$ cat src/rtl/key_pkg.sv
// Shared types and defaults for the four-key pushbutton conditioner.
// Default timing constants assume the 50 MHz CLOCK_50 domain.
package key_pkg;

    localparam int unsigned NUM_KEYS            = 4;
    localparam int unsigned DEF_DEBOUNCE_CYCLES = 500000;    // 10 ms
    localparam int unsigned DEF_REPEAT_DELAY    = 25000000;  // 500 ms
    localparam int unsigned DEF_REPEAT_PERIOD   = 10000000;  // 200 ms

    typedef enum logic [1:0] {
        StReleased,
        StPressPend,
        StPressed,
        StReleasePend
    } key_state_e;

endpackage

$ cat src/rtl/key_debounce_ch.sv
// One key channel: two-flop synchronizer, debounce FSM with stability counter and,
// when KEY_REPEAT_EN is defined, an auto-repeat counter active while the key is held.
module key_debounce_ch
    import key_pkg::*;
#(
    parameter int unsigned DEBOUNCE_CYCLES = DEF_DEBOUNCE_CYCLES,
    parameter int unsigned REPEAT_DELAY    = DEF_REPEAT_DELAY,
    parameter int unsigned REPEAT_PERIOD   = DEF_REPEAT_PERIOD
) (
    input  logic clk,
    input  logic rst,
    input  logic key_n,
    output logic level,
    output logic press_pulse,
    output logic release_pulse,
    output logic repeat_pulse
);

    localparam int unsigned CNT_W = $clog2(DEBOUNCE_CYCLES + 1);
    // The sample that opened the PEND state and the current sample both count as stable,
    // so acceptance comes when the counter is two short of DEBOUNCE_CYCLES.
    localparam int unsigned ACCEPT_AT = (DEBOUNCE_CYCLES > 2) ? DEBOUNCE_CYCLES - 2 : 0;

    if (DEBOUNCE_CYCLES == 0 || REPEAT_DELAY == 0 || REPEAT_PERIOD == 0) begin : g_bad_param
        $error("key_debounce_ch: timing parameters must be non-zero");
    end

    logic             sync_q1, sync_q2;
    key_state_e       state_q, state_d;
    logic [CNT_W-1:0] cnt_q, cnt_d;
    logic             press_q, press_d;
    logic             release_q, release_d;
    logic             pressed_smp, accept;

    always_ff @(posedge clk or posedge rst) begin
        if (rst) begin
            sync_q1   <= 1'b1;
            sync_q2   <= 1'b1;
            state_q   <= StReleased;
            cnt_q     <= '0;
            press_q   <= 1'b0;
            release_q <= 1'b0;
        end else begin
            sync_q1   <= key_n;
            sync_q2   <= sync_q1;
            state_q   <= state_d;
            cnt_q     <= cnt_d;
            press_q   <= press_d;
            release_q <= release_d;
        end
    end

    assign pressed_smp = ~sync_q2;
    assign accept      = (cnt_q >= CNT_W'(ACCEPT_AT));

    always_comb begin
        state_d   = state_q;
        cnt_d     = cnt_q;
        press_d   = 1'b0;
        release_d = 1'b0;
        unique case (state_q)
            StReleased: begin
                if (pressed_smp) begin
                    state_d = StPressPend;
                    cnt_d   = '0;
                end
            end
            StPressPend: begin
                if (!pressed_smp) begin
                    state_d = StReleased;
                    cnt_d   = '0;
                end else if (accept) begin
                    state_d = StPressed;
                    cnt_d   = '0;
                    press_d = 1'b1;
                end else begin
                    cnt_d = cnt_q + CNT_W'(1);
                end
            end
            StPressed: begin
                if (!pressed_smp) begin
                    state_d = StReleasePend;
                    cnt_d   = '0;
                end
            end
            StReleasePend: begin
                if (pressed_smp) begin
                    state_d = StPressed;
                    cnt_d   = '0;
                end else if (accept) begin
                    state_d   = StReleased;
                    cnt_d     = '0;
                    release_d = 1'b1;
                end else begin
                    cnt_d = cnt_q + CNT_W'(1);
                end
            end
            default: begin
                state_d = StReleased;
                cnt_d   = '0;
            end
        endcase
    end

    assign level         = (state_q == StPressed) || (state_q == StReleasePend);
    assign press_pulse   = press_q;
    assign release_pulse = release_q;

`ifdef KEY_REPEAT_EN
    localparam int unsigned REP_MAX = (REPEAT_DELAY > REPEAT_PERIOD) ? REPEAT_DELAY
                                                                     : REPEAT_PERIOD;
    localparam int unsigned REP_W   = $clog2(REP_MAX + 1);

    logic [REP_W-1:0] rep_cnt_q, rep_cnt_d;
    logic             rep_q, rep_d;

    always_ff @(posedge clk or posedge rst) begin
        if (rst) begin
            rep_cnt_q <= '0;
            rep_q     <= 1'b0;
        end else begin
            rep_cnt_q <= rep_cnt_d;
            rep_q     <= rep_d;
        end
    end

    // Down-counter: loaded with the initial delay on entry to PRESSED, then the period.
    always_comb begin
        rep_d     = 1'b0;
        rep_cnt_d = '0;
        if (state_d == StPressed && state_q != StPressed) begin
            rep_cnt_d = REP_W'(REPEAT_DELAY - 1);
        end else if (state_d == StPressed && state_q == StPressed) begin
            if (rep_cnt_q == '0) begin
                rep_d     = 1'b1;
                rep_cnt_d = REP_W'(REPEAT_PERIOD - 1);
            end else begin
                rep_cnt_d = rep_cnt_q - REP_W'(1);
            end
        end
    end

    assign repeat_pulse = rep_q;
`else
    assign repeat_pulse = 1'b0;
`endif

endmodule

$ cat src/rtl/key_conditioner.sv
// Conditions the four active-low pushbuttons into debounced levels and press/release pulses;
// auto-repeat pulses are built only when KEY_REPEAT_EN is defined.
module key_conditioner
    import key_pkg::*;
#(
    parameter int unsigned DEBOUNCE_CYCLES = DEF_DEBOUNCE_CYCLES,
    parameter int unsigned REPEAT_DELAY    = DEF_REPEAT_DELAY,
    parameter int unsigned REPEAT_PERIOD   = DEF_REPEAT_PERIOD
) (
    input  logic                clk,
    input  logic                rst,
    input  logic [NUM_KEYS-1:0] key_n,
    output logic [NUM_KEYS-1:0] key_level,
    output logic [NUM_KEYS-1:0] key_press,
    output logic [NUM_KEYS-1:0] key_release,
    output logic [NUM_KEYS-1:0] key_repeat
);

    for (genvar k = 0; k < NUM_KEYS; k++) begin : g_ch
        key_debounce_ch #(
            .DEBOUNCE_CYCLES(DEBOUNCE_CYCLES),
            .REPEAT_DELAY   (REPEAT_DELAY),
            .REPEAT_PERIOD  (REPEAT_PERIOD)
        ) u_ch (
            .clk          (clk),
            .rst          (rst),
            .key_n        (key_n[k]),
            .level        (key_level[k]),
            .press_pulse  (key_press[k]),
            .release_pulse(key_release[k]),
            .repeat_pulse (key_repeat[k])
        );
    end

endmodule

$ cat config.mk
export PLATFORM = sky130hd
export DESIGN_NAME = key_conditioner
export DESIGN_NICKNAME = d
export VERILOG_FILES = /design/src/rtl/key_pkg.sv /design/src/rtl/key_debounce_ch.sv /design/src/rtl/key_conditioner.sv
export SDC_FILE = /design/constraint.sdc
export NUM_CORES = 1
export LEC_CHECK = 0
export CELL_PAD_IN_SITES_DETAIL_PLACEMENT = 1
export CELL_PAD_IN_SITES_GLOBAL_PLACEMENT = 1
export CORE_MARGIN = 2
export CORE_UTILIZATION = 30
export CTS_CLUSTER_SIZE = 10
export DETAILED_ROUTE_END_ITERATION = 10
export PLACE_DENSITY = 0.63
export SLEW_MARGIN = 10
export SYNTH_ARGS = -nofsm -noshare
export SYNTH_HDL_FRONTEND = slang
export SYNTH_SLANG_ARGS = --single-unit
$ cat constraint.sdc
create_clock -name clk -period 6.45 [get_ports clk]
set_input_delay 1.29 -clock clk [delete_from_list [all_inputs] [get_ports clk]]
set_output_delay 1.29 -clock clk [all_outputs]
set_load 0.1 [all_outputs]
# After elaboration in Yosys (flattened, before gate mapping)
# Cells that the tools add are included.
# op_classes
add_sub_neg	4
magnitude_cmp	4
n_eq_ne	28
n_mux	72
n_reduce_logical	16
# ops
operator	n
two-way mux 19 bit	20
case mux 19 bit (4 select lines)	4
adder 19 x 1 -> 19 bit, second input constant	4
>= comparator 19 bit, second input constant	4
two-way mux 2 bit	24
case mux 2 bit (4 select lines)	4
two-way mux 1 bit	20
== test 2 bit, second input constant	8
AND reduction 4 bit	4
inequality test 3 x 1 -> 1 bit, second input constant	4
inequality test 3 bit, second input constant	4
== test 2 x 1 -> 1 bit, second input constant	4
zero test 2 bit	4
inequality test 2 x 1 -> 1 bit, second input constant	4
inequality test 2 bit, second input constant	4
AND reduction 2 bit	4
logical OR 1 bit	4
# totals
register_bits	100
wordCells	148

# Logic depth before layout (Yosys ltp)
# Gate-level depths: netlist of the first run.
# depth
word_depth	4
mapped_depth	10
depth_no_buf	8

# Cells and area by module
# From an unflattened synthesis of the first run, not the netlist that was laid out.
# hier_totals
hier_cells	579
hier_area_um2	5504.0
# modules_own_cells
module	instances	cells_per_inst	area_per_inst_um2	seq_area_each_um2
key_debounce_ch (g_ch[0].u_ch ...)	2	144	1385.1	628.1
key_debounce_ch (g_ch[1].u_ch)	1	146	1371.3	628.1
key_debounce_ch (g_ch[3].u_ch)	1	145	1362.6	628.1

# Worst setup path before layout of the first run
# OpenSTA, ideal clock, no wires.
# synth_path
path_type	register to register
from	register g_ch[1].u_ch.cnt_q[5]
to	register g_ch[1].u_ch.cnt_q[18]
arrival_ns	1.960
t_required_ns	6.328
setup_slack_ns	4.368
path_stages_with_launch	9
path_buffers	2
path_cell_list	dfrtp_1 > or4_4 > nor4_2 > o311ai_1 > nand3_2 > buf_6 > buf_6 > nand2_1 > a32o_1
# synth_between
elab_chain_len	4
elab_cells_between_ends	6
cone_classes	1 x add/sub; 1 x order compare; 4 x mux
# synth_rtl
element	line_no	text
start: declaration	key_debounce_ch.sv:30	logic [CNT_W-1:0] cnt_q, cnt_d;
start signal: assignment	key_debounce_ch.sv:47	cnt_q <= cnt_d;
adder 19 x 1 -> 19 bit / >= comparator 19 bit (equally long branches)	key_debounce_ch.sv:77, key_debounce_ch.sv:95, key_debounce_ch.sv:54	
two-way mux 19 bit (*)	key_debounce_ch.sv:72, key_debounce_ch.sv:90	
two-way mux 19 bit, on equally long branches	key_debounce_ch.sv:87, key_debounce_ch.sv:69	
case mux 19 bit (4 select lines) (*)	key_debounce_ch.sv:61	unique case (state_q)
# Every way passes the cells marked *; elsewhere a longest branch is shown, timed or not.
# A chain may end at the register's enable or synchronous reset.

==> results of run 1 <==
## flip-flops by register name, indices dropped and copies added, names as in the netlist, named ones only
name,count
g_ch.u_ch.press_pulse,4
g_ch.u_ch.cnt_q,76
g_ch.u_ch.release_pulse,4
g_ch.u_ch.state_q,4
g_ch.u_ch.sync_q1,4
g_ch.u_ch.sync_q2,4
## routing by layer
metal | share of wire [%] | global-route usage [%] | up-vias
li1 | - | - | 2134
met1 | 49 | 19.63 | 2179
met2 | 48 | 23.94 | 32
met3 | 1.8 | 2.407 | 14
met4 | 1.7 | 5.556 | 0
met5 | 0 | 0 | -
## cell type report
cell class / instances / area (um2)
fill: 2024 / 11390
multi-input combinational: 446 / 2532
sequential: 100 / 2512
tap: 225 / 281.5
clock buffer: 9 / 225.2
timing repair buffer: 21 / 200.2
clock inverter: 7 / 82.58
inverter: 19 / 73.82
## power by group through the flow
stage,clock network [uW],logic [uW],registers (uW)
after global routing,618,157,676
after floorplan,0,104,676
after CTS,591,140,671
final,572,137,672
after global placement,0,133,681
after detailed placement,0,139,684
## cell families after synthesis
group           after synthesis  synth area share, %
xor+xnor                     12                1.976
flops                       100                47.25
fa+ha+maj                     8                1.882
compound gates              138                16.78
other cells                   1              0.07052
buf+inv                      56                5.482
simple gates                284                26.56
## synthesized netlist by cell type (12+ instances only)
| library cell | count | area [um2] |
|---|---|---|
| a21oi_1 | 21 | 105.1 |
| buf_4 | 16 | 120.1 |
| o21ai_0 | 52 | 260.3 |
| clkbuf_1 | 14 | 52.55 |
| nor3_1 | 23 | 115.1 |
| nor2_1 | 37 | 138.9 |
| dfrtp_1 | 92 | 2302 |
| inv_1 | 19 | 71.32 |
| nand2_1 | 98 | 367.9 |
| nand3_1 | 39 | 195.2 |
| nand4_1 | 12 | 75.07 |
| and3_1 | 17 | 106.4 |
## stage by stage
stage,hold slack (ps),total power (uW)
2_1_floorplan,345.2,780.9
3_3_place_gp,345.7,813.7
3_5_place_dp,349.8,823.2
4_1_cts,359.7,1402
5_1_grt,359.0,1451
6_report,357.1,1380
## worst paths after layout
path / start / end
max: flip-flop / key_level[1]
min: g_ch[3].u_ch.sync_q1 / g_ch[3].u_ch.sync_q2
max reg2reg: g_ch[2].u_ch.cnt_q[0] / g_ch[2].u_ch.cnt_q[10]
max in group asynchronous: rst / asynchronous set/reset pin
min in group asynchronous: rst / asynchronous set/reset pin
min reg2reg: g_ch[3].u_ch.sync_q1 / g_ch[3].u_ch.sync_q2
==> results.yml, run 1 <==
run_status:
  status: "complete, no violations"
detailed_routing:
  vias_per_cell: 5.271
  detail-route-antenna-nets: 0
  drtIter0Drc: 251
  first_pass_iters: 4
  drc: 0
  wl_um: 12700
  via_count: 4359
  wl_per_cell_um: 15.35
critical_path:
  crit_family: "buffers and inverters"
  cp_cell_sequence: "clkdlybuf4s50_1"
  crit_buf_inv: 1
  critical_path_cell_count: 1
  critical_path_class: "flip-flop to output pin"
  crit_path_end_kind: "output pin"
  rrSetupSlack_ps: 3670
  setup.worst_path.start_class: "flip-flop"
  slowest_delay_ps: 1160
  r2r_cells: 8
  worstPathMaxFanout: 5
  cp.arrival_ps: 1950
  slowest_stage: "clkdlybuf4s50_1"
  worstPathRequired_ps: 5160
die:
  start_util_pct: 30.74
  io_pins: 22
  die-area_mm2: 0.01881
  core-area_mm2: 0.01730
  core.rowCount: 48
  fp.dieW_um: 137.1
  die_h_um: 137.1
timing:
  maxSlewHeadroom_pct: 33.23
  fmax_mhz: 308.2
  hold_viol: 0
  fin_crit_sh_pct: 50.31
  rsz0062_at_grt: "no"
  fin_worst_skew_ps: 8.432
  setup_ws_ps: 3205
  fin_tns_setup_ps: 0
  finalSetupViolations: 0
  finalMaxSlewViolations: 0
  period_minus_slack_ps: 3245
  worst_slew_pin_slew_ps: 997.9
placed_design:
  gp_congestion: 0.8026
  portBuffers: 17
  place_hpwl_um: 8740
  dp_slack_ps: 3424
  dp.cells: 811
  placed_area_mm2: 0.005598
logic_synthesis:
  yosysSeqAreaShare_pct: 47.25
  syn_area_per_cell_um2: 8.877
  synth.distinct_cells: 59
  synthCells: 599
  syn_area_mm2: 0.005318
  yosysWarnings: 0
  ys.flop_type: "dfrtp_1"
  synth-seq-cells: 100
  synth_edf_count: 0
  async_flop_share_pct: 100.0
worst_hold_path:
  hold_depth: 0
  min_path_type: "flip-flop to flip-flop"
global_routing:
  grtUsageTotal_pct: 14.71
  grt_pass1_wl_um: 21940
  grt_pass1_vias: 4456
  grt_max_degree: 65
  grt.overflow.total: 0
  antenna_found_initial: 0
pwr:
  leakage_uw: 0.002491
  p_per_area_mw_per_mm2: 233.6
  switching_power_uw: 388.9
  pwr-share-clk_pct: 41.4
  intPower_uw: 991.6
  switching_share_pct: 28.17
  pwr-share-seq_pct: 48.7
  power_frac_comb_pct: 9.9
  vdd_ir_drop_max_mv: 0.1361
cts:
  path_clk_slew_ps: 80
  cts_htree_levels: 3
  clock-root-buffer: "clkbuf_16"
  postCtsSetupRepairBufs: 0
  ctsResizeCount: 0
  tritoncts.num_buffers: 9
  clkLatencyLatePin_ps: 360
  hold_buffers: 0
  cts.sinks: 100
  clockBufferDepth: 2
  cts_tree: "yes"
layout:
  final_core_util_pct: 34.16
  final_cell_mix: "nand2_1 (98), dfrtp_1 (92), o21ai_0 (52)"
  postLayoutCellArea_mm2: 0.005908
  drive_gt1_share_pct: 8.140
  final_common_cell: "nand2_1"
  finalNonFillerCells: 827
  finalNetCount: 611
  diodes: 0
  area_delta_synth_final_pct: 11.11
flow_run:
  maxCapViolCount: 0
No activity file was read; power rests on OpenSTA's default activity.
==> inputs of run 2 (changes only) <==
==> constraint.sdc (replaced) <==
create_clock -name clk -period 3.14 [get_ports clk]
set_input_delay 0.628 -clock clk [delete_from_list [all_inputs] [get_ports clk]]
set_output_delay 0.628 -clock clk [all_outputs]
set_load 0.1 [all_outputs]
==> run 2 against run 1 <==
Compared with the run above:
- sequential power increased by 110%
- largest cell class unchanged
- die area is the same
- via count fell by 0.30%
- sequential share of layout area hardly changed
- first-iteration DRC count fell by 37%
- clock skew up 3.0 ps
- register-to-register slack worse by 3100 ps
- clock-buffer cell count increased by 1
- total power grew 100%
==> results.yml, run 2 (synthesized netlist as in run 1, its figures left out) <==
run_status:
  status: "complete, no violations"
die:
  core-area_mm2: 0.01730
  die-area_mm2: 0.01881
  start_util_pct: 30.74
  io_pins: 22
  fp.dieW_um: 137.1
  die_h_um: 137.1
  core.rowCount: 48
global_routing:
  grt_max_degree: 101
  grt.met2_usage_pct: 23.49
  grt-busiest-layer: "met2"
  use_met3_pct: 3.296
  grt_pass1_wl_um: 22010
  grt_pass1_vias: 4439
  grtUsageTotal_pct: 14.53
  grt_util_met1_pct: 19.59
  grt.overflow.total: 0
  antenna_found_initial: 0
placed_design:
  portBuffers: 17
  gp_congestion: 0.7938
  place_hpwl_um: 8561
  dp.cells: 814
critical_path:
  worstPathMaxFanout: 29
  setup.worst_path.start_class: "flip-flop"
  crit_family: "simple AND/OR/NAND/NOR gates"
  critical_path_class: "flip-flop to flip-flop"
  crit_buf_inv: 1
  cp_cell_sequence: "inv_1 -> ha_1 -> nand3_1 -> nor4_2 -> o311ai_1 -> nand3_2 -> nor4_1 -> a21o_1"
  slowest_stage: "nand3_2"
  cp.arrival_ps: 2870
  slowest_delay_ps: 580
  rrSetupSlack_ps: 560
  crit_path_end_kind: "flip-flop"
  worstPathRequired_ps: 3430
timing:
  fin_worst_skew_ps: 11.46
  maxSlewHeadroom_pct: 43.27
  finalSetupViolations: 0
  holdWs_ps: 356.6
  fmax_mhz: 387.4
  worst_slew_pin_slew_ps: 847.8
  fin_tns_setup_ps: 0
  fin_crit_sh_pct: 82.21
  hold_viol: 0
  rsz0062_at_grt: "no"
  period_minus_slack_ps: 2581
  finalMaxSlewViolations: 0
cts:
  cts_tree: "yes"
  cts.sinks: 100
  postCtsSetupRepairBufs: 0
  hold_buffers: 0
  clkLatencyLatePin_ps: 360
  ctsResizeCount: 0
  tritoncts.num_buffers: 9
  clockBufferDepth: 2
  path_clk_slew_ps: 70
  clock-root-buffer: "clkbuf_16"
  cts_htree_levels: 3
layout:
  fillCellCount: 2034
  final_common_cell: "nand2_1"
  diodes: 0
  finalNetCount: 614
  regMostFlops: "g_ch.u_ch.cnt_q"
  area_delta_synth_final_pct: 11.08
  drive_gt1_share_pct: 10.41
  largest_reg_flops: 76
  finalNonFillerCells: 830
  final_cell_mix: "nand2_1 (98), dfrtp_1 (92), o21ai_0 (52)"
detailed_routing:
  via_count: 4346
  wl_um: 12560
  first_pass_iters: 4
  wl_per_cell_um: 15.13
  drtIter0Drc: 158
  detail-route-antenna-nets: 0
  drc: 0
  vias_per_cell: 5.236
pwr:
  p_total_uw: 2806
  vdd_ir_drop_max_mv: 0.2638
  p_per_area_mw_per_mm2: 475.0
  leakage_uw: 0.002524
worst_hold_path:
  min_path_type: "flip-flop to flip-flop"
flow_run:
  maxCapViolCount: 0
-- run 2: cell types whose count changed in the layout (fill, tap and decap cells not counted), moves of 2 or more --
cell / delta
clkdlybuf4s50_1: -12
clkinvlp_4: +3
clkinv_2: +2
buf_4: +14
inv_6: -4
-- run 2: power breakdown --
group	internal, uW	switching [uW]
registers	1330	53.8
clock network	638	499
logic	83.4	203
-- run 2: stage by stage --
stage	utilization, %	instance area (um2)	worst slack, ps
floorplan	-	5333	1058
global placement	32.40	5604	734.2
detailed placement	32.40	5604	570.6
CTS	34.15	5907	553.5
global route	34.15	5907	351.9
finish	34.15	5907	558.8
-- run 2: final timing paths --
check	end	cells after the start	start
min reg2reg	g_ch[3].u_ch.sync_q2	0	g_ch[3].u_ch.sync_q1
max reg2reg	g_ch[1].u_ch.cnt_q[9]	8	g_ch[1].u_ch.cnt_q[0]
min	g_ch[3].u_ch.sync_q2	0	g_ch[3].u_ch.sync_q1
min in group asynchronous	g_ch[0].u_ch.release_pulse	3	rst
max in group asynchronous	g_ch[2].u_ch.sync_q2	3	rst
max	g_ch[1].u_ch.cnt_q[9]	8	g_ch[1].u_ch.cnt_q[0]
-- run 2: area by class of cell --
class	instances	area [um2]	share of cell area [%]
Clock inverter	6	63.81	1.080
Multi-Input combinational cell	446	2530	42.83
Inverter	19	75.07	1.271
Tap cell	225	281.5	4.766
Timing Repair Buffer	24	205.2	3.474
Sequential cell	100	2512	42.53
Clock buffer	10	239.0	4.046
-- run 2: routing by layer --
layer | share of wire [%] | wire length, um | vias to the layer above
met5 | 0 | 0 | -
met3 | 2.2 | 270 | 10
li1 | - | - | 2134
met1 | 50 | 6264 | 2173
met2 | 47 | 5888 | 29
met4 | 1.1 | 133 | 0
